===== config.mk =====
export PLATFORM = sky130hd
export DESIGN_NAME = cpu_operand_fetch_flat
export DESIGN_NICKNAME = d
export VERILOG_FILES = /design/src/rtl/cpu_operand_fetch_if.sv /design/src/rtl/cpu_operand_fetch.sv /design/src/flat_wrapper.sv
export SDC_FILE = /design/constraint.sdc
export NUM_CORES = 1
export LEC_CHECK = 0
export BUFFER_PORTS_ARGS = -buffer_cell sky130_fd_sc_hd__buf_4
export CORE_AREA = 2 2 105 107
export DETAILED_ROUTE_END_ITERATION = 10
export DIE_AREA = 0 0 107 109
export PLACE_DENSITY = 0.8
export SYNTH_ARGS = -nofsm -noshare
export SYNTH_HDL_FRONTEND = slang
export SYNTH_SLANG_ARGS = --single-unit
export TNS_END_PERCENT = 20

===== constraint.sdc =====
create_clock -name i_clk -period 3.1 [get_ports i_clk]
set_clock_uncertainty 0.2 [all_clocks]
set_input_delay 0.155 -clock i_clk [delete_from_list [all_inputs] [get_ports i_clk]]
set_output_delay 0.155 -clock i_clk [all_outputs]
set_load 0.01 [all_outputs]

===== src/rtl/cpu_operand_fetch_if.sv =====
// cpu_operand_fetch_if: decode, register-file, write-back and execute signals of the operand-fetch stage.
interface cpu_operand_fetch_if;
  logic        i_flush;
  logic        i_dec_valid;
  logic        o_dec_ready;
  logic [4:0]  i_dec_rs1;
  logic [4:0]  i_dec_rs2;
  logic [4:0]  i_dec_rd;
  logic        i_dec_use_rs1;
  logic        i_dec_use_rs2;
  logic        i_dec_rd_we;
  logic [31:0] i_dec_tag;
  logic [4:0]  o_rf_rd1_addr;
  logic [4:0]  o_rf_rd2_addr;
  logic [31:0] i_rf_rd1_data;
  logic [31:0] i_rf_rd2_data;
  logic        i_wb_en;
  logic [4:0]  i_wb_addr;
  logic [31:0] i_wb_data;
  logic        o_ex_valid;
  logic        i_ex_ready;
  logic [31:0] o_ex_rs1_data;
  logic [31:0] o_ex_rs2_data;
  logic [4:0]  o_ex_rd;
  logic        o_ex_rd_we;
  logic [31:0] o_ex_tag;
  logic        o_stall_raw;
  modport slave (
    input  i_flush, i_dec_valid, i_dec_rs1, i_dec_rs2, i_dec_rd, i_dec_use_rs1, i_dec_use_rs2,
           i_dec_rd_we, i_dec_tag, i_rf_rd1_data, i_rf_rd2_data, i_wb_en, i_wb_addr, i_wb_data,
           i_ex_ready,
    output o_dec_ready, o_rf_rd1_addr, o_rf_rd2_addr, o_ex_valid, o_ex_rs1_data, o_ex_rs2_data,
           o_ex_rd, o_ex_rd_we, o_ex_tag, o_stall_raw
  );
  modport master (
    output i_flush, i_dec_valid, i_dec_rs1, i_dec_rs2, i_dec_rd, i_dec_use_rs1, i_dec_use_rs2,
           i_dec_rd_we, i_dec_tag, i_rf_rd1_data, i_rf_rd2_data, i_wb_en, i_wb_addr, i_wb_data,
           i_ex_ready,
    input  o_dec_ready, o_rf_rd1_addr, o_rf_rd2_addr, o_ex_valid, o_ex_rs1_data, o_ex_rs2_data,
           o_ex_rd, o_ex_rd_we, o_ex_tag, o_stall_raw
  );
endinterface


===== src/rtl/cpu_operand_fetch.sv =====
// cpu_operand_fetch: one-entry operand-fetch stage with write-back forwarding.
// Define CPU_OPFETCH_SCOREBOARD_EN to add the per-register RAW scoreboard and stall.
module cpu_operand_fetch #(
  parameter bit p_half_regfile = 1'b0
) (
  input logic          i_clk,
  input logic          i_rst,
  cpu_operand_fetch_if.slave bus
);
  localparam logic [4:0] MSK = p_half_regfile ? 5'h0f : 5'h1f;
  logic        b_valid_q, b_valid_d;
  logic [4:0]  b_rs1_q, b_rs2_q, b_rd_q;
  logic        b_use1_q, b_use2_q, b_rd_we_q;
  logic [31:0] b_tag_q;
  logic        cap1_hit_q, cap1_hit_d, cap2_hit_q, cap2_hit_d;
  logic [31:0] cap1_data_q, cap2_data_q;
  logic [4:0]  wb_addr;
  logic        wb_v, wb_hit1, wb_hit2, dec_fire, ex_fire, raw_stall;
  assign wb_addr = bus.i_wb_addr & MSK;
  assign wb_v    = bus.i_wb_en & (wb_addr != 5'd0);
  assign wb_hit1 = wb_v & (wb_addr == b_rs1_q);
  assign wb_hit2 = wb_v & (wb_addr == b_rs2_q);
  assign bus.o_dec_ready = (!b_valid_q | ex_fire) & !bus.i_flush;
  assign dec_fire        = bus.i_dec_valid & bus.o_dec_ready;
  assign bus.o_ex_valid  = b_valid_q & !raw_stall;
  assign ex_fire         = bus.o_ex_valid & bus.i_ex_ready;
  assign bus.o_stall_raw = raw_stall;
  // B is re-read whenever nothing new is accepted, so the RF data tracks late write-backs.
  assign bus.o_rf_rd1_addr = dec_fire ? (bus.i_dec_rs1 & MSK) : b_rs1_q;
  assign bus.o_rf_rd2_addr = dec_fire ? (bus.i_dec_rs2 & MSK) : b_rs2_q;
  assign bus.o_ex_rs1_data = (b_rs1_q == 5'd0) ? 32'd0 : wb_hit1 ? bus.i_wb_data :
                             cap1_hit_q ? cap1_data_q : bus.i_rf_rd1_data;
  assign bus.o_ex_rs2_data = (b_rs2_q == 5'd0) ? 32'd0 : wb_hit2 ? bus.i_wb_data :
                             cap2_hit_q ? cap2_data_q : bus.i_rf_rd2_data;
  assign bus.o_ex_rd    = b_rd_q;
  assign bus.o_ex_rd_we = b_rd_we_q;
  assign bus.o_ex_tag   = b_tag_q;
  assign b_valid_d  = bus.i_flush ? 1'b0 : dec_fire ? 1'b1 : ex_fire ? 1'b0 : b_valid_q;
  assign cap1_hit_d = !bus.i_flush & wb_v & (wb_addr == bus.o_rf_rd1_addr);
  assign cap2_hit_d = !bus.i_flush & wb_v & (wb_addr == bus.o_rf_rd2_addr);
  always_ff @(posedge i_clk or posedge i_rst) begin
    if (i_rst) begin
      b_valid_q   <= 1'b0;
      b_rs1_q     <= '0;
      b_rs2_q     <= '0;
      b_rd_q      <= '0;
      b_use1_q    <= 1'b0;
      b_use2_q    <= 1'b0;
      b_rd_we_q   <= 1'b0;
      b_tag_q     <= '0;
      cap1_hit_q  <= 1'b0;
      cap2_hit_q  <= 1'b0;
      cap1_data_q <= '0;
      cap2_data_q <= '0;
    end else begin
      b_valid_q   <= b_valid_d;
      cap1_hit_q  <= cap1_hit_d;
      cap2_hit_q  <= cap2_hit_d;
      cap1_data_q <= bus.i_wb_data;
      cap2_data_q <= bus.i_wb_data;
      if (dec_fire) begin
        b_rs1_q   <= bus.i_dec_rs1 & MSK;
        b_rs2_q   <= bus.i_dec_rs2 & MSK;
        b_rd_q    <= bus.i_dec_rd & MSK;
        b_use1_q  <= bus.i_dec_use_rs1;
        b_use2_q  <= bus.i_dec_use_rs2;
        b_rd_we_q <= bus.i_dec_rd_we;
        b_tag_q   <= bus.i_dec_tag;
      end
    end
  end
`ifdef CPU_OPFETCH_SCOREBOARD_EN
  localparam int unsigned AW = p_half_regfile ? 4 : 5;
  localparam int unsigned NR = 1 << AW;
  logic [NR-1:0] busy_q, busy_d;
  // Set is applied after clear so a same-cycle handoff of the register wins.
  always_comb begin
    busy_d = busy_q;
    if (wb_v) busy_d[wb_addr[AW-1:0]] = 1'b0;
    if (ex_fire & b_rd_we_q & (b_rd_q != 5'd0)) busy_d[b_rd_q[AW-1:0]] = 1'b1;
    if (bus.i_flush) busy_d = '0;
  end
  always_ff @(posedge i_clk or posedge i_rst)
    if (i_rst) busy_q <= '0;
    else busy_q <= busy_d;
  assign raw_stall = b_valid_q & ((b_use1_q & busy_q[b_rs1_q[AW-1:0]] & !wb_hit1) |
                                  (b_use2_q & busy_q[b_rs2_q[AW-1:0]] & !wb_hit2));
`else
  logic unused_use;
  assign unused_use = b_use1_q | b_use2_q;
  assign raw_stall  = 1'b0;
`endif
endmodule


===== src/flat_wrapper.sv =====
// flat-port wrapper written by rule: the top's interface ports become plain ports
module cpu_operand_fetch_flat 
#(
  parameter bit p_half_regfile = 1'b0
)
  (i_clk, i_rst, bus_i_flush, bus_i_dec_valid, bus_i_dec_rs1, bus_i_dec_rs2, bus_i_dec_rd, bus_i_dec_use_rs1, bus_i_dec_use_rs2, bus_i_dec_rd_we, bus_i_dec_tag, bus_i_rf_rd1_data, bus_i_rf_rd2_data, bus_i_wb_en, bus_i_wb_addr, bus_i_wb_data, bus_i_ex_ready, bus_o_dec_ready, bus_o_rf_rd1_addr, bus_o_rf_rd2_addr, bus_o_ex_valid, bus_o_ex_rs1_data, bus_o_ex_rs2_data, bus_o_ex_rd, bus_o_ex_rd_we, bus_o_ex_tag, bus_o_stall_raw);
  cpu_operand_fetch_if bus_i ();
  input logic i_clk;
  input logic i_rst;
  input wire logic [$bits(bus_i.i_flush)-1:0] bus_i_flush;
  input wire logic [$bits(bus_i.i_dec_valid)-1:0] bus_i_dec_valid;
  input wire logic [$bits(bus_i.i_dec_rs1)-1:0] bus_i_dec_rs1;
  input wire logic [$bits(bus_i.i_dec_rs2)-1:0] bus_i_dec_rs2;
  input wire logic [$bits(bus_i.i_dec_rd)-1:0] bus_i_dec_rd;
  input wire logic [$bits(bus_i.i_dec_use_rs1)-1:0] bus_i_dec_use_rs1;
  input wire logic [$bits(bus_i.i_dec_use_rs2)-1:0] bus_i_dec_use_rs2;
  input wire logic [$bits(bus_i.i_dec_rd_we)-1:0] bus_i_dec_rd_we;
  input wire logic [$bits(bus_i.i_dec_tag)-1:0] bus_i_dec_tag;
  input wire logic [$bits(bus_i.i_rf_rd1_data)-1:0] bus_i_rf_rd1_data;
  input wire logic [$bits(bus_i.i_rf_rd2_data)-1:0] bus_i_rf_rd2_data;
  input wire logic [$bits(bus_i.i_wb_en)-1:0] bus_i_wb_en;
  input wire logic [$bits(bus_i.i_wb_addr)-1:0] bus_i_wb_addr;
  input wire logic [$bits(bus_i.i_wb_data)-1:0] bus_i_wb_data;
  input wire logic [$bits(bus_i.i_ex_ready)-1:0] bus_i_ex_ready;
  output wire logic [$bits(bus_i.o_dec_ready)-1:0] bus_o_dec_ready;
  output wire logic [$bits(bus_i.o_rf_rd1_addr)-1:0] bus_o_rf_rd1_addr;
  output wire logic [$bits(bus_i.o_rf_rd2_addr)-1:0] bus_o_rf_rd2_addr;
  output wire logic [$bits(bus_i.o_ex_valid)-1:0] bus_o_ex_valid;
  output wire logic [$bits(bus_i.o_ex_rs1_data)-1:0] bus_o_ex_rs1_data;
  output wire logic [$bits(bus_i.o_ex_rs2_data)-1:0] bus_o_ex_rs2_data;
  output wire logic [$bits(bus_i.o_ex_rd)-1:0] bus_o_ex_rd;
  output wire logic [$bits(bus_i.o_ex_rd_we)-1:0] bus_o_ex_rd_we;
  output wire logic [$bits(bus_i.o_ex_tag)-1:0] bus_o_ex_tag;
  output wire logic [$bits(bus_i.o_stall_raw)-1:0] bus_o_stall_raw;
  assign bus_i.i_flush = bus_i_flush;
  assign bus_i.i_dec_valid = bus_i_dec_valid;
  assign bus_i.i_dec_rs1 = bus_i_dec_rs1;
  assign bus_i.i_dec_rs2 = bus_i_dec_rs2;
  assign bus_i.i_dec_rd = bus_i_dec_rd;
  assign bus_i.i_dec_use_rs1 = bus_i_dec_use_rs1;
  assign bus_i.i_dec_use_rs2 = bus_i_dec_use_rs2;
  assign bus_i.i_dec_rd_we = bus_i_dec_rd_we;
  assign bus_i.i_dec_tag = bus_i_dec_tag;
  assign bus_i.i_rf_rd1_data = bus_i_rf_rd1_data;
  assign bus_i.i_rf_rd2_data = bus_i_rf_rd2_data;
  assign bus_i.i_wb_en = bus_i_wb_en;
  assign bus_i.i_wb_addr = bus_i_wb_addr;
  assign bus_i.i_wb_data = bus_i_wb_data;
  assign bus_i.i_ex_ready = bus_i_ex_ready;
  assign bus_o_dec_ready = bus_i.o_dec_ready;
  assign bus_o_rf_rd1_addr = bus_i.o_rf_rd1_addr;
  assign bus_o_rf_rd2_addr = bus_i.o_rf_rd2_addr;
  assign bus_o_ex_valid = bus_i.o_ex_valid;
  assign bus_o_ex_rs1_data = bus_i.o_ex_rs1_data;
  assign bus_o_ex_rs2_data = bus_i.o_ex_rs2_data;
  assign bus_o_ex_rd = bus_i.o_ex_rd;
  assign bus_o_ex_rd_we = bus_i.o_ex_rd_we;
  assign bus_o_ex_tag = bus_i.o_ex_tag;
  assign bus_o_stall_raw = bus_i.o_stall_raw;
  cpu_operand_fetch #(.p_half_regfile(p_half_regfile)) u_core (.i_clk(i_clk), .i_rst(i_rst), .bus(bus_i));
endmodule

After elaboration in Yosys (flattened, before gate mapping)
Cells that the tools add are included. W data, S select, Z words.

Equality and inequality tests: 4. Bitwise gates (word level): 10. Reduce and logical (&&, ||, !) cells: 6. Multiplexer cells: 11.

Operators with widths (count): $mux W32 (6); $eq A5 B5 Y1 (4); $logic_not A5 Y1 (2); $mux W5 (2); $and A1 B1 Y1 (9); $reduce_bool A5 Y1 (1); $mux W1 (3); $reduce_bool A3 Y1 (1); $logic_not A1 Y1 (2); $or A1 B1 Y1 (1).

Logic and storage cells: 40. Register bits: 83. Output and inout bits: 115. Bits of input ports: 157.

Longest topological paths before layout
Gate-level depths: netlist of run 1.

Word-level depth: 7. Mapped depth: 8.

Worst setup path after synthesis of run 1
OpenSTA, ideal clock, no wires.

Kind: register to register. From: register u_core.b_valid_q (netlist: u_core.bus.o_ex_valid). To: register u_core.cap2_hit_q. Clock period less this slack: 2.099 ns. Setup slack: 1.001 ns. Cell stages (with the launch flop): 8. Data required time: 2.804 ns. Buffers on the path: 2. Data arrival time: 1.803 ns. Cells stage by stage: dfrtp_1 nor2b_4 or3b_1 buf_2 buf_6 mux2_4 xor2_1 nor4_2.

Longest elaborated chain between the ends: 7. Elaborated cells between the ends (all ways): 8. Those cells by class: 1 x eq/ne; 1 x mux; 5 x bitwise; 1 x reduce/logical.

RTL lines: start: declaration (line cpu_operand_fetch.sv:11) `logic b_valid_q, b_valid_d;`; start signal: assignment (line cpu_operand_fetch.sv:56) `b_valid_q <= b_valid_d;`; $and A1 B1 Y1 / $logic_not A1 Y1 (equally long branches) (line cpu_operand_fetch.sv:26, cpu_operand_fetch.sv:23); $or A1 B1 Y1 * (line cpu_operand_fetch.sv:23) `assign bus.o_dec_ready = (!b_valid_q | ex_fire) & !bus.i_flush;`; $and A1 B1 Y1 * (line cpu_operand_fetch.sv:23); $and A1 B1 Y1 * (line cpu_operand_fetch.sv:24) `assign dec_fire = bus.i_dec_valid & bus.o_dec_ready;`; $mux W5 *; named net bus_o_rf_rd2_addr[0] (line flat_wrapper.sv:27) `output wire logic [$bits(bus_i.o_rf_rd2_addr)-1:0] bus_o_rf_rd2_addr;`; $eq A5 B5 Y1 * (line cpu_operand_fetch.sv:40) `assign cap2_hit_d = !bus.i_flush & wb_v & (wb_addr == bus.o_rf_rd2_addr);`; $and A1 B1 Y1 * (line cpu_operand_fetch.sv:40); named net u_core.cap2_hit_d (line cpu_operand_fetch.sv:15) `logic cap1_hit_q, cap1_hit_d, cap2_hit_q, cap2_hit_d;`; end signal: assignment (line cpu_operand_fetch.sv:58) `cap2_hit_q <= cap2_hit_d;`; end: declaration (line cpu_operand_fetch.sv:15).

Mark *: on every way through the listed nets, which the timed path passes. The rest lies on a longest branch. A chain may end at the register's enable or synchronous reset.

Final worst setup path of run 1
From: input port bus_i_wb_addr[0]. To: output port bus_o_ex_rs2_data[24].

Longest elaborated chain between the ends: 5. Elaborated cells between the ends (all ways): 6. Those cells by class: 1 x eq/ne; 2 x mux; 2 x bitwise; 1 x reduce/logical.

RTL lines: start: declaration (line flat_wrapper.sv:22) `input wire logic [$bits(bus_i.i_wb_addr)-1:0] bus_i_wb_addr;`; $reduce_bool A5 Y1 (line cpu_operand_fetch.sv:20) `assign wb_v = bus.i_wb_en & (wb_addr != 5'd0);`; $and A1 B1 Y1 (line cpu_operand_fetch.sv:20); $and A1 B1 Y1 * (line cpu_operand_fetch.sv:22) `assign wb_hit2 = wb_v & (wb_addr == b_rs2_q);`; $mux W32 * (2 in series) (line cpu_operand_fetch.sv:33) `assign bus.o_ex_rs2_data = (b_rs2_q == 5'd0) ? 32'd0 : wb_hit2 ? bus.i_wb_data :`; end: declaration (line flat_wrapper.sv:30) `output wire logic [$bits(bus_i.o_ex_rs2_data)-1:0] bus_o_ex_rs2_data;`.

Mark *: on every way between the ends. The rest lies on a longest branch, timed or not.

==> metrics.yaml, run 1 <==
synth-seq-cells: 83
rsz0062_at_grt: "false"
cp.arrival_ns: 2.64
rows: 38
p_int_mw: 2.18
slew_violations: 0
yosysSeqAreaShare_pct: 45.8
status: "finished clean"
grt_pass1_vias: 4871
drt_iter0_drc: 343
layout.nets: 902
start_util_pct: 42.8
p_leak_nw: 3.37
fillers: 712
critical_path_class: "input pin to output pin"
fmax_mhz: 333
setup_viol: 0
required_ns: 2.74
seqPwrFrac_pct: 41.5
drtPass1Iterations: 7
cts_sinks: 83
cts-root-buf: "clkbuf_8"
areaGrowthSynthToFinish_pct: 69.8
core_mm2: 0.0106
wl_mm: 16.4
p_sw_share_pct: 30.8
viasPerCell: 5.21
irDropWorstVdd_mv: 0.315
maxCapViolations: 0
cpPeakStageDelay_ns: 0.55
post_cts_buffers: 0
crit_chain: "dlygate4sd3_1 > buf_4 > or4_1 > o21ai_2 > nor3_4 > buf_4 > o31ai_1 > buf_4"
holdWs_ns: 0.0737
cp_top_family: "buffers and inverters"
place_congestion: 0.861
final.min_clock_period_ns: 3.00
avgRoutedWirePerCell_um: 18.4
netlist_instances: 409
worstSkewPairLatency_ns: 0.35
synthesis.nets: 566
cts_tree: "yes"
fp.dieW_um: 107
syn_avg_cell_area_um2: 11.1
period_share_pct: 96.7
fin_tns_setup_ns: 0
num_io_pins: 272
start_kind: "input pin"
layout-drive-gt1-share_pct: 47.6
cp_common_cell: "buf_4"
grt_max_degree: 84
critPathCaptureType: "output pin"
cts_buffers: 9
hold_viol: 0
htreeDepth: 3
p_comb_share_pct: 35.5
power_density_mw_per_mm2: 410
pre_cts_ws_ns: 0.635
worst_pin_slew_ns: 0.839
timing.final.ws_setup_ns: 0.101
grt_antenna_before_repair: 1
track_usage_pct: 27.6
clk_pin_slew_worst_paths_ns: 0.08
yosysWarningCount: 0
ant_nets: 0
hp-class: "input pin to register"
die_y_um: 109
slew_headroom_pct: 44.1
grt_pass1_wl_mm: 24.9
synth_cell_types: 30
dpl.hpwl_mm: 10.2
syn_area_mm2: 0.00454
port-buffer-count: 268
clk_path_buf_depth: 2
vias: 4638
critPathBufInv: 4
clkPwrFrac_pct: 23.0
dieArea_mm2: 0.0117
fin_area_mm2: 0.00770
utilization_pct: 72.6
worstPathMaxFanout: 64
drc: 0
cpMaxStageDelayCell: "dlygate4sd3_1"
post_dp_cell_area_mm2: 0.00664
grt_overflow: 0
power.switching_mw: 0.974
-- what timing repair did --
item / in CTS / in global routing
hold buffers: 86 / 0
resized for setup: 0 / 3
endpoints found under the hold margin: 166 / 0
endpoints found under the setup margin: 0 / 3
-- cell usage after synthesis (all sizes together) --
library cell	number	share of area, %
a2111o	1	0.25
a221o	1	0.22
a2bb2oi	1	0.19
and4	1	0.19
buf	14	1.9
clkbuf	23	1.9
conb	1	0.083
dfrtp	83	46
inv	4	0.33
mux2	52	13
mux2i	66	15
nand2	60	5.0
nand3	1	0.11
nand4	1	0.14
nor2	11	0.91
nor2b	1	0.30
nor3	2	0.33
nor4	1	0.28
o211ai	1	0.17
o21ai	3	0.41
o31ai	59	9.8
or3b	1	0.19
or4	3	0.50
xnor2	12	2.3
xor2	6	1.2
-- routing by layer --
metal | up-vias | track usage (%) | routed length [µm]
li1 | 2140 | - | -
met1 | 2239 | 31.8 | 6380
met2 | 223 | 47.5 | 8020
met3 | 36 | 8.73 | 1480
met4 | 0 | 11.7 | 486
met5 | - | 0 | 0
-- layout by cell type (no fill, tap or decap), types with 2 or more instances in the layout --
cell | netlist | layout
dfrtp_2 | 0 | 2
clkinv_2 | 0 | 3
clkbuf_8 | 0 | 11
clkinvlp_4 | 0 | 2
nor2_1 | 11 | 9
dfrtp_1 | 83 | 81
buf_4 | 2 | 275
or4_1 | 3 | 3
mux2i_1 | 66 | 66
nor2_2 | 0 | 2
o21ai_0 | 2 | 2
o31ai_2 | 0 | 3
dlygate4sd3_1 | 0 | 86
o31ai_1 | 59 | 56
xor2_1 | 6 | 6
nand2_1 | 60 | 60
xnor2_1 | 12 | 12
inv_1 | 4 | 3
mux2_2 | 51 | 51
-- flip-flops by register name (all words and copies together), names as in the netlist --
signal	flops
u_core.b_rs1_q	5
u_core.b_rs2_q	5
u_core.bus.o_ex_rd	5
u_core.bus.o_ex_rd_we	1
u_core.bus.o_ex_tag	32
u_core.bus.o_ex_valid	1
u_core.cap1_hit_q	1
u_core.cap2_data_q	32
u_core.cap2_hit_q	1
-- worst paths after layout --
| path | from | slack [ns] | end | depth (start not counted) |
|---|---|---|---|---|
| min in group asynchronous | i_rst | 0.29 | u_core.bus.o_ex_tag[1] | 4 |
| worst min-delay path | bus_i_wb_en | 0.07 | u_core.cap1_hit_q | 4 |
| worst max register to register | u_core.bus.o_ex_valid | 0.18 | u_core.cap2_hit_q | 7 |
| worst min register to register | u_core.bus.o_ex_tag[0] | 0.31 | u_core.bus.o_ex_tag[0] | 1 |
| max in group asynchronous | i_rst | 2.04 | u_core.cap2_hit_q | 4 |
| worst max-delay path | bus_i_wb_addr[0] | 0.10 | bus_o_ex_rs2_data[24] | 8 |
-- stage by stage --
stage          power [mW]  std cells
2_1_floorplan        1.75        409
3_3_place_gp         2.30        788
3_5_place_dp         2.33        788
4_1_cts              3.15        890
5_1_grt              3.31        891
6_report             3.16        891
-- final cells by class --
| type | count | area (µm²) | area share (%) |
|---|---|---|---|
| well taps | 140 | 175 | 2.27 |
| inverters | 4 | 16.3 | 0.211 |
| diodes | 1 | 2.50 | 0.0325 |
| clock buffers | 12 | 155 | 2.01 |
| clock inverters | 4 | 25.0 | 0.325 |
| flip-flops and latches | 83 | 2080 | 27.0 |
| multi-input cells | 285 | 2300 | 29.9 |
| repair buffers | 362 | 2950 | 38.3 |
-- tightest hold or removal path: stages --
cell and delay, ns:
buf_4 0.11, o21ai_2 0.10, nor2_1 0.07, and4_1 0.15
-- power groups by stage --
stage / Clock [mW] / Combinational [mW] / Sequential (mW)
2_1_floorplan: 0 / 0.414 / 1.34
5_1_grt: 0.789 / 1.20 / 1.33
6_report: 0.725 / 1.12 / 1.31
4_1_cts: 0.750 / 1.10 / 1.30
3_3_place_gp: 0 / 0.994 / 1.31
3_5_place_dp: 0 / 1.01 / 1.32
-- logic make-up after synthesis --
logic type	Yosys count	synth area share, %
buffers and inverters	41	4.17
xor gates and xnor gates	18	3.48
muxes	118	27.6
DFF	83	45.8
AOI/OAI and AO/OA	66	11.0
and+or+nand+nor	82	7.92
other	1	0.0827
(Power assumes the default switching activity.)
==> run 2, diff against run 1 <==
--- a/config.mk
+++ b/config.mk
@@ -5,11 +5,12 @@
 export SDC_FILE = /design/constraint.sdc
 export NUM_CORES = 1
 export LEC_CHECK = 0
+export ABC_CLOCK_PERIOD_IN_PS = 3100
 export BUFFER_PORTS_ARGS = -buffer_cell sky130_fd_sc_hd__buf_4
 export CORE_AREA = 2 2 105 107
 export DETAILED_ROUTE_END_ITERATION = 10
 export DIE_AREA = 0 0 107 109
-export PLACE_DENSITY = 0.8
+export PLACE_DENSITY_LB_ADDON = 0.15
 export SYNTH_ARGS = -nofsm -noshare
 export SYNTH_HDL_FRONTEND = slang
 export SYNTH_SLANG_ARGS = --single-unit
==> run 2 against run 1 <==
Final area up 0.86%. Total power rose by 4.6%. Routed wire length is 1.5% lower. Clock power is 21% higher. Critical path depth did not move. Global-route usage is 0.23 points lower. Sequential power about the same. Critical path type unchanged. Critical endpoint is now bus_o_ex_rs1_data[19]. Largest cell class unchanged. Largest power group unchanged.
==> metrics.yaml, run 2 (synthesis gave the netlist of run 1 again) <==
track_usage_pct: 27.3  # -0.23 points
rows: 38  # unchanged
cts_sinks: 83  # unchanged
seq_area_mm2: 0.00208  # unchanged
core_mm2: 0.0106  # unchanged
cpPeakStageDelay_ns: 0.57  # +0.02 ns
critical_path_class: "input pin to output pin"
cp-startpoint: "bus_i_wb_addr[1]"
port-buffer-count: 268  # unchanged
critPathCaptureType: "output pin"
status: "finished clean"
drtPass1Iterations: 5  # -2
power_density_mw_per_mm2: 425  # +3.7%
place_congestion: 0.807  # -6.3%
layout-drive-gt1-share_pct: 47.6  # about the same
drt_iter0_drc: 209  # -39%
required_ns: 2.74  # about the same
hp-start: "bus_i_wb_addr[4]"
grt_pass1_wl_mm: 25.0  # +0.31%
period_share_pct: 96.8  # about the same
cpMaxStageDelayCell: "or4_1"
slew_violations: 0  # unchanged
r2r-start: "u_core.bus.o_ex_valid"
r2r_setup_slack_ns: 0.14  # -0.04 ns
avgRoutedWirePerCell_um: 18.0  # -1.9%
areaGrowthSynthToFinish_pct: 71.2
pre_cts_ws_ns: 0.193  # -0.442 ns
final_cell_mix: "280 x buf_4, 86 x dlygate4sd3_1, 81 x dfrtp_1"
maxCapViolations: 0  # unchanged
fillers: 719  # +0.98%
r2r_end: "u_core.cap1_hit_q"
cts-root-buf: "clkbuf_8"
die_y_um: 109  # unchanged
rsz0062_at_grt: "false"
hp-class: "input pin to register"
wl_mm: 16.1  # -1.5%
p_leak_nw: 3.41  # +1.1%
fmax_mhz: 333  # about the same
cts_buffers: 9  # unchanged
crit_chain: "dlygate4sd3_1 > buf_4 > or4_1 > o21ai_4 > nor3_2 > buf_4 > o31ai_1 > buf_4"
viasPerCell: 5.13  # -1.4%
vias: 4587  # -1.1%
worst_pin_slew_ns: 0.909  # +0.0704 ns
slew_headroom_pct: 39.4  # -4.7 points
fin_area_mm2: 0.00777  # +0.86%
htreeDepth: 3  # unchanged
grt_pass1_vias: 5007  # +2.8%
layout_commonest_cell: "buf_4"
worstPathMaxFanout: 34  # -47%
holdWs_ns: 0.0479  # -0.0258 ns
critical_path_depth: 8  # unchanged
cp.arrival_ns: 2.64  # about the same
fp.dieW_um: 107  # unchanged
clk_pin_slew_worst_paths_ns: 0.09  # about the same
diodes: 0  # -1
num_io_pins: 272  # unchanged
grt_antenna_before_repair: 0  # -1
grt_max_degree: 37  # -56%
multi_input_area_mm2: 0.00231  # +0.38%
critPathBufInv: 4  # unchanged
clk_path_buf_depth: 2  # unchanged
start_kind: "input pin"
endpoint: "bus_o_ex_rs1_data[19]"
layout.nets: 907  # +0.55%
power_mw: 3.30  # +4.6%
setup_viol: 0  # unchanged
dp_cells: 791  # +0.38%
cp_common_cell: "buf_4"
fin_cells: 894  # +0.34%
dieArea_mm2: 0.0117  # unchanged
post_dp_cell_area_mm2: 0.00665  # +0.15%
cts_tree: "yes"
irDropWorstVdd_mv: 0.345  # +9.5%
reg2regPathDepth: 6  # -1
fin_tns_setup_ns: 0  # unchanged
worstSkewPairLatency_ns: 0.34  # about the same
ant_nets: 0  # unchanged
utilization_pct: 73.2  # +0.63 points
grt_overflow: 0  # unchanged
hold_viol: 0  # unchanged
final.min_clock_period_ns: 3.00  # +0.000770 ns
timing.final.ws_setup_ns: 0.101  # -0.000770 ns
drc: 0  # unchanged
start_util_pct: 42.8  # unchanged
dpl.hpwl_mm: 10.8  # +5.1%
cp_top_family: "buffers and inverters"
==> run 2: worst min-delay path by stage <==
stage                                    to  slack (ns)  depth (start not counted)
floorplan             u_core.cap2_data_q[0]       -0.01                          0
global placement    u_core.bus.o_ex_tag[20]        0.07                          2
detailed placement  u_core.bus.o_ex_tag[22]        0.06                          2
CTS                       u_core.cap2_hit_q        0.02                          3
global route              u_core.cap2_hit_q        0.03                          3
finish                    u_core.cap2_hit_q        0.05                          3
==> run 2: what timing repair did <==
action / CTS / global route
resized for setup: 0 / 2
endpoints found under the setup margin: 16 / 11
hold buffers: 86 / 0
hold endpoints to repair: 117 / 0
gates cloned: 1 / 0
setup buffers: 1 / 0
pin swaps: 1 / 0
==> run 2: layout make-up <==
class	count	share of cell area, %
clock buffer	10	1.77
clock inverter	5	1.10
inverter	4	0.209
multi-input combinational	286	29.7
sequential	83	26.8
tap	140	2.26
timing repair buffer	366	38.2
==> run 2: power by group <==
part,leakage (nW),internal (mW),switching (mW)
Combinational,2.33,0.639,0.476
Clock,0.109,0.478,0.401
Sequential,0.975,1.21,0.0969
Total,3.41,2.33,0.974
==> run 2: routing by layer <==
metal  wire length, µm  vias to the layer above  track usage, %
met5                 0                        -               0
li1                  -                     2145               -
met4               307                        0            7.79
met3              1360                       28            8.79
met2              8280                      208            50.0
met1              6170                     2206            30.6
==> run 2: tightest hold or removal path: cells and delay by family <==
family	cells	cell delay [ns]
XOR/XNOR	1	0.19
AND/OR/NAND/NOR	1	0.07
buffers and inverters	1	0.14
==> run 3, diff against run 2 <==
--- a/config.mk
+++ b/config.mk
@@ -10,7 +10,8 @@
 export CORE_AREA = 2 2 105 107
 export DETAILED_ROUTE_END_ITERATION = 10
 export DIE_AREA = 0 0 107 109
-export PLACE_DENSITY_LB_ADDON = 0.15
+export PLACE_DENSITY_LB_ADDON = 0.08
+export SETUP_SLACK_MARGIN = 0.4
 export SYNTH_ARGS = -nofsm -noshare
 export SYNTH_HDL_FRONTEND = slang
 export SYNTH_SLANG_ARGS = --single-unit
==> run 3 against run 2 <==
Core utilization shrank 0.059 points. Highest routed layer unchanged. Total power decreased by 1.5%. Global-route usage increased by 0.29 points. Largest power group unchanged. Non-clock buffer count down 1. Worst setup slack gained 0.45 ns. Final cell count is 0.11% lower. Routed wire length rose by 1.0%. Sequential power barely moved. Via count grew 0.26%. Maximum frequency is 17% higher. Clock-buffer cell count fell by 1. Register-to-register slack better by 0.57 ns.
==> metrics.yaml, run 3 (synthesis gave the netlist of run 1 again) <==
start_kind: "input pin"
hold_viol: 0  # unchanged
rows: 38  # unchanged
critPathCaptureType: "output pin"
drc: 0  # unchanged
fin_tns_setup_ns: 0  # unchanged
hp-class: "input pin to register"
irDropWorstVdd_mv: 0.401  # +16%
diodes: 0  # unchanged
multi_input_area_mm2: 0.00229  # -1.0%
seqPwrFrac_pct: 40.1  # +0.5 points
dieArea_mm2: 0.0117  # unchanged
final_cell_mix: "275 x buf_4, 87 x dlygate4sd3_1, 81 x dfrtp_1"
cp-startpoint: "bus_i_flush"
post_dp_cell_area_mm2: 0.00666  # about the same
slew_violations: 0  # unchanged
final.min_clock_period_ns: 2.55  # -0.446 ns
setup_viol: 0  # unchanged
start_util_pct: 42.8  # unchanged
layout.nets: 905  # -0.22%
clkPwrFrac_pct: 25.5  # -1.1 points
track_usage_pct: 27.6  # +0.29 points
fmax_mhz: 392  # +17%
fin_area_mm2: 0.00776  # about the same
drt_iter0_drc: 272  # +30%
seq_area_mm2: 0.00208  # unchanged
worst_pin_slew_ns: 0.666  # -0.243 ns
layout_commonest_cell: "buf_4"
areaGrowthSynthToFinish_pct: 71.1  # about the same
num_io_pins: 272  # unchanged
die_y_um: 109  # unchanged
layout-drive-gt1-share_pct: 47.4  # -0.20 points
p_leak_nw: 3.40  # -0.39%
cts_buffers: 9  # unchanged
power.switching_mw: 1.01  # +3.8%
power_density_mw_per_mm2: 419  # -1.5%
drtPass1Iterations: 4  # -1
grt_antenna_before_repair: 0  # unchanged
critical_path_class: "input pin to output pin"
grt_pass1_wl_mm: 25.1  # +0.50%
worstPathMaxFanout: 25  # -26%
cp.arrival_ns: 2.20  # -0.44 ns
period_share_pct: 82.4  # -14 points
hp-start: "bus_i_wb_addr[3]"
required_ns: 2.74  # about the same
cts_tree: "yes"
dpl.hpwl_mm: 10.8  # -0.12%
clk_pin_slew_worst_paths_ns: 0.09  # about the same
p_sw_share_pct: 31.1  # +1.6 points
cp_common_cell: "buf_4"
status: "finished clean"
cts-root-buf: "clkbuf_8"
post_cts_buffers: 0  # -1
slew_headroom_pct: 55.6  # +16 points
p_comb_share_pct: 34.4  # +0.6 points
fp.dieW_um: 107  # unchanged
maxCapViolations: 0  # unchanged
ant_nets: 0  # unchanged
clk_path_buf_depth: 2  # unchanged
grt_overflow: 0  # unchanged
cpMaxStageDelayCell: "or3b_2"
r2r-start: "u_core.bus.o_ex_valid"
grt_pass1_vias: 4997  # -0.20%
grt_max_degree: 65  # +76%
crit_chain: "dlygate4sd3_1 > buf_4 > or3b_2 > mux2_4 > buf_4"
p_int_mw: 2.24  # -3.8%
core_mm2: 0.0106  # unchanged
cts_sinks: 83  # unchanged
vias: 4599  # +0.26%
port-buffer-count: 268  # unchanged
worstSkewPairLatency_ns: 0.35  # about the same
wl_mm: 16.3  # +1.0%
cpPeakStageDelay_ns: 0.76  # +0.19 ns
htreeDepth: 3  # unchanged
rsz0062_at_grt: "false"
fillers: 715  # -0.56%
viasPerCell: 5.15  # +0.37%
place_congestion: 0.833  # +3.3%
avgRoutedWirePerCell_um: 18.2  # +1.1%
run 3: path summary, 6_finish.rpt:
kind	endpoint	slack, ns	cells after the start
max	bus_o_rf_rd2_addr[0]	0.55	5
min	u_core.cap2_hit_q	0.03	3
max reg2reg	u_core.cap1_hit_q	0.71	5
min reg2reg	u_core.bus.o_ex_tag[2]	0.32	1
max in group asynchronous	u_core.cap2_hit_q	1.77	4
min in group asynchronous	u_core.bus.o_ex_tag[12]	0.21	3
run 3: layer usage:
layer	vias to the layer above	share of wire (%)	GRT usage, %
met4	0	2.7	11.5
met5	-	0	0
li1	2150	-	-
met1	2209	38	31.3
met3	35	7.8	7.35
met2	205	51	49.5
run 3: final cells by class:
class / count / share of cell area [%]
clock inverters: 7 / 1.08
clock buffers: 9 / 1.60
multi-input cells: 285 / 29.5
repair buffers: 365 / 38.6
well taps: 140 / 2.26
inverters: 4 / 0.210
flip-flops and latches: 83 / 26.8
run 3: per-stage QoR:
| stage | total power [mW] | util (%) | worst slack (ns) | instances | hold WS [ns] |
|---|---|---|---|---|---|
| 2_1_floorplan | 1.75 | - | 0.608 | 409 | -0.0136 |
| 3_3_place_gp | 2.30 | 62.8 | 0.672 | 790 | 0.0639 |
| 3_5_place_dp | 2.33 | 62.8 | 0.672 | 790 | 0.0555 |
| 4_1_cts | 3.25 | 73.0 | 0.403 | 893 | 0.0128 |
| 5_1_grt | 3.41 | 73.2 | 0.421 | 893 | 0.0372 |
| 6_report | 3.25 | 73.2 | 0.547 | 893 | 0.0315 |
run 3: power groups by stage:
| stage | logic [mW] | clock network [mW] | registers [mW] |
|---|---|---|---|
| global route | 1.20 | 0.893 | 1.32 |
| finish | 1.12 | 0.828 | 1.30 |
| detailed placement | 1.01 | 0 | 1.32 |
| CTS | 1.11 | 0.849 | 1.29 |
| floorplan | 0.414 | 0 | 1.34 |
| global placement | 0.997 | 0 | 1.31 |
run 3: what timing repair did:
action	4_1_cts	5_1_grt
resized for setup	0	8
endpoints found under the hold margin	115	0
setup endpoints to repair	0	64
hold buffers	87	0
run 3: worst max-delay path: cells and delay by family:
family | cells | cell delay, ns
buffers and inverters | 3 | 0.85
and+or+nand+nor | 1 | 0.76
muxes | 1 | 0.42
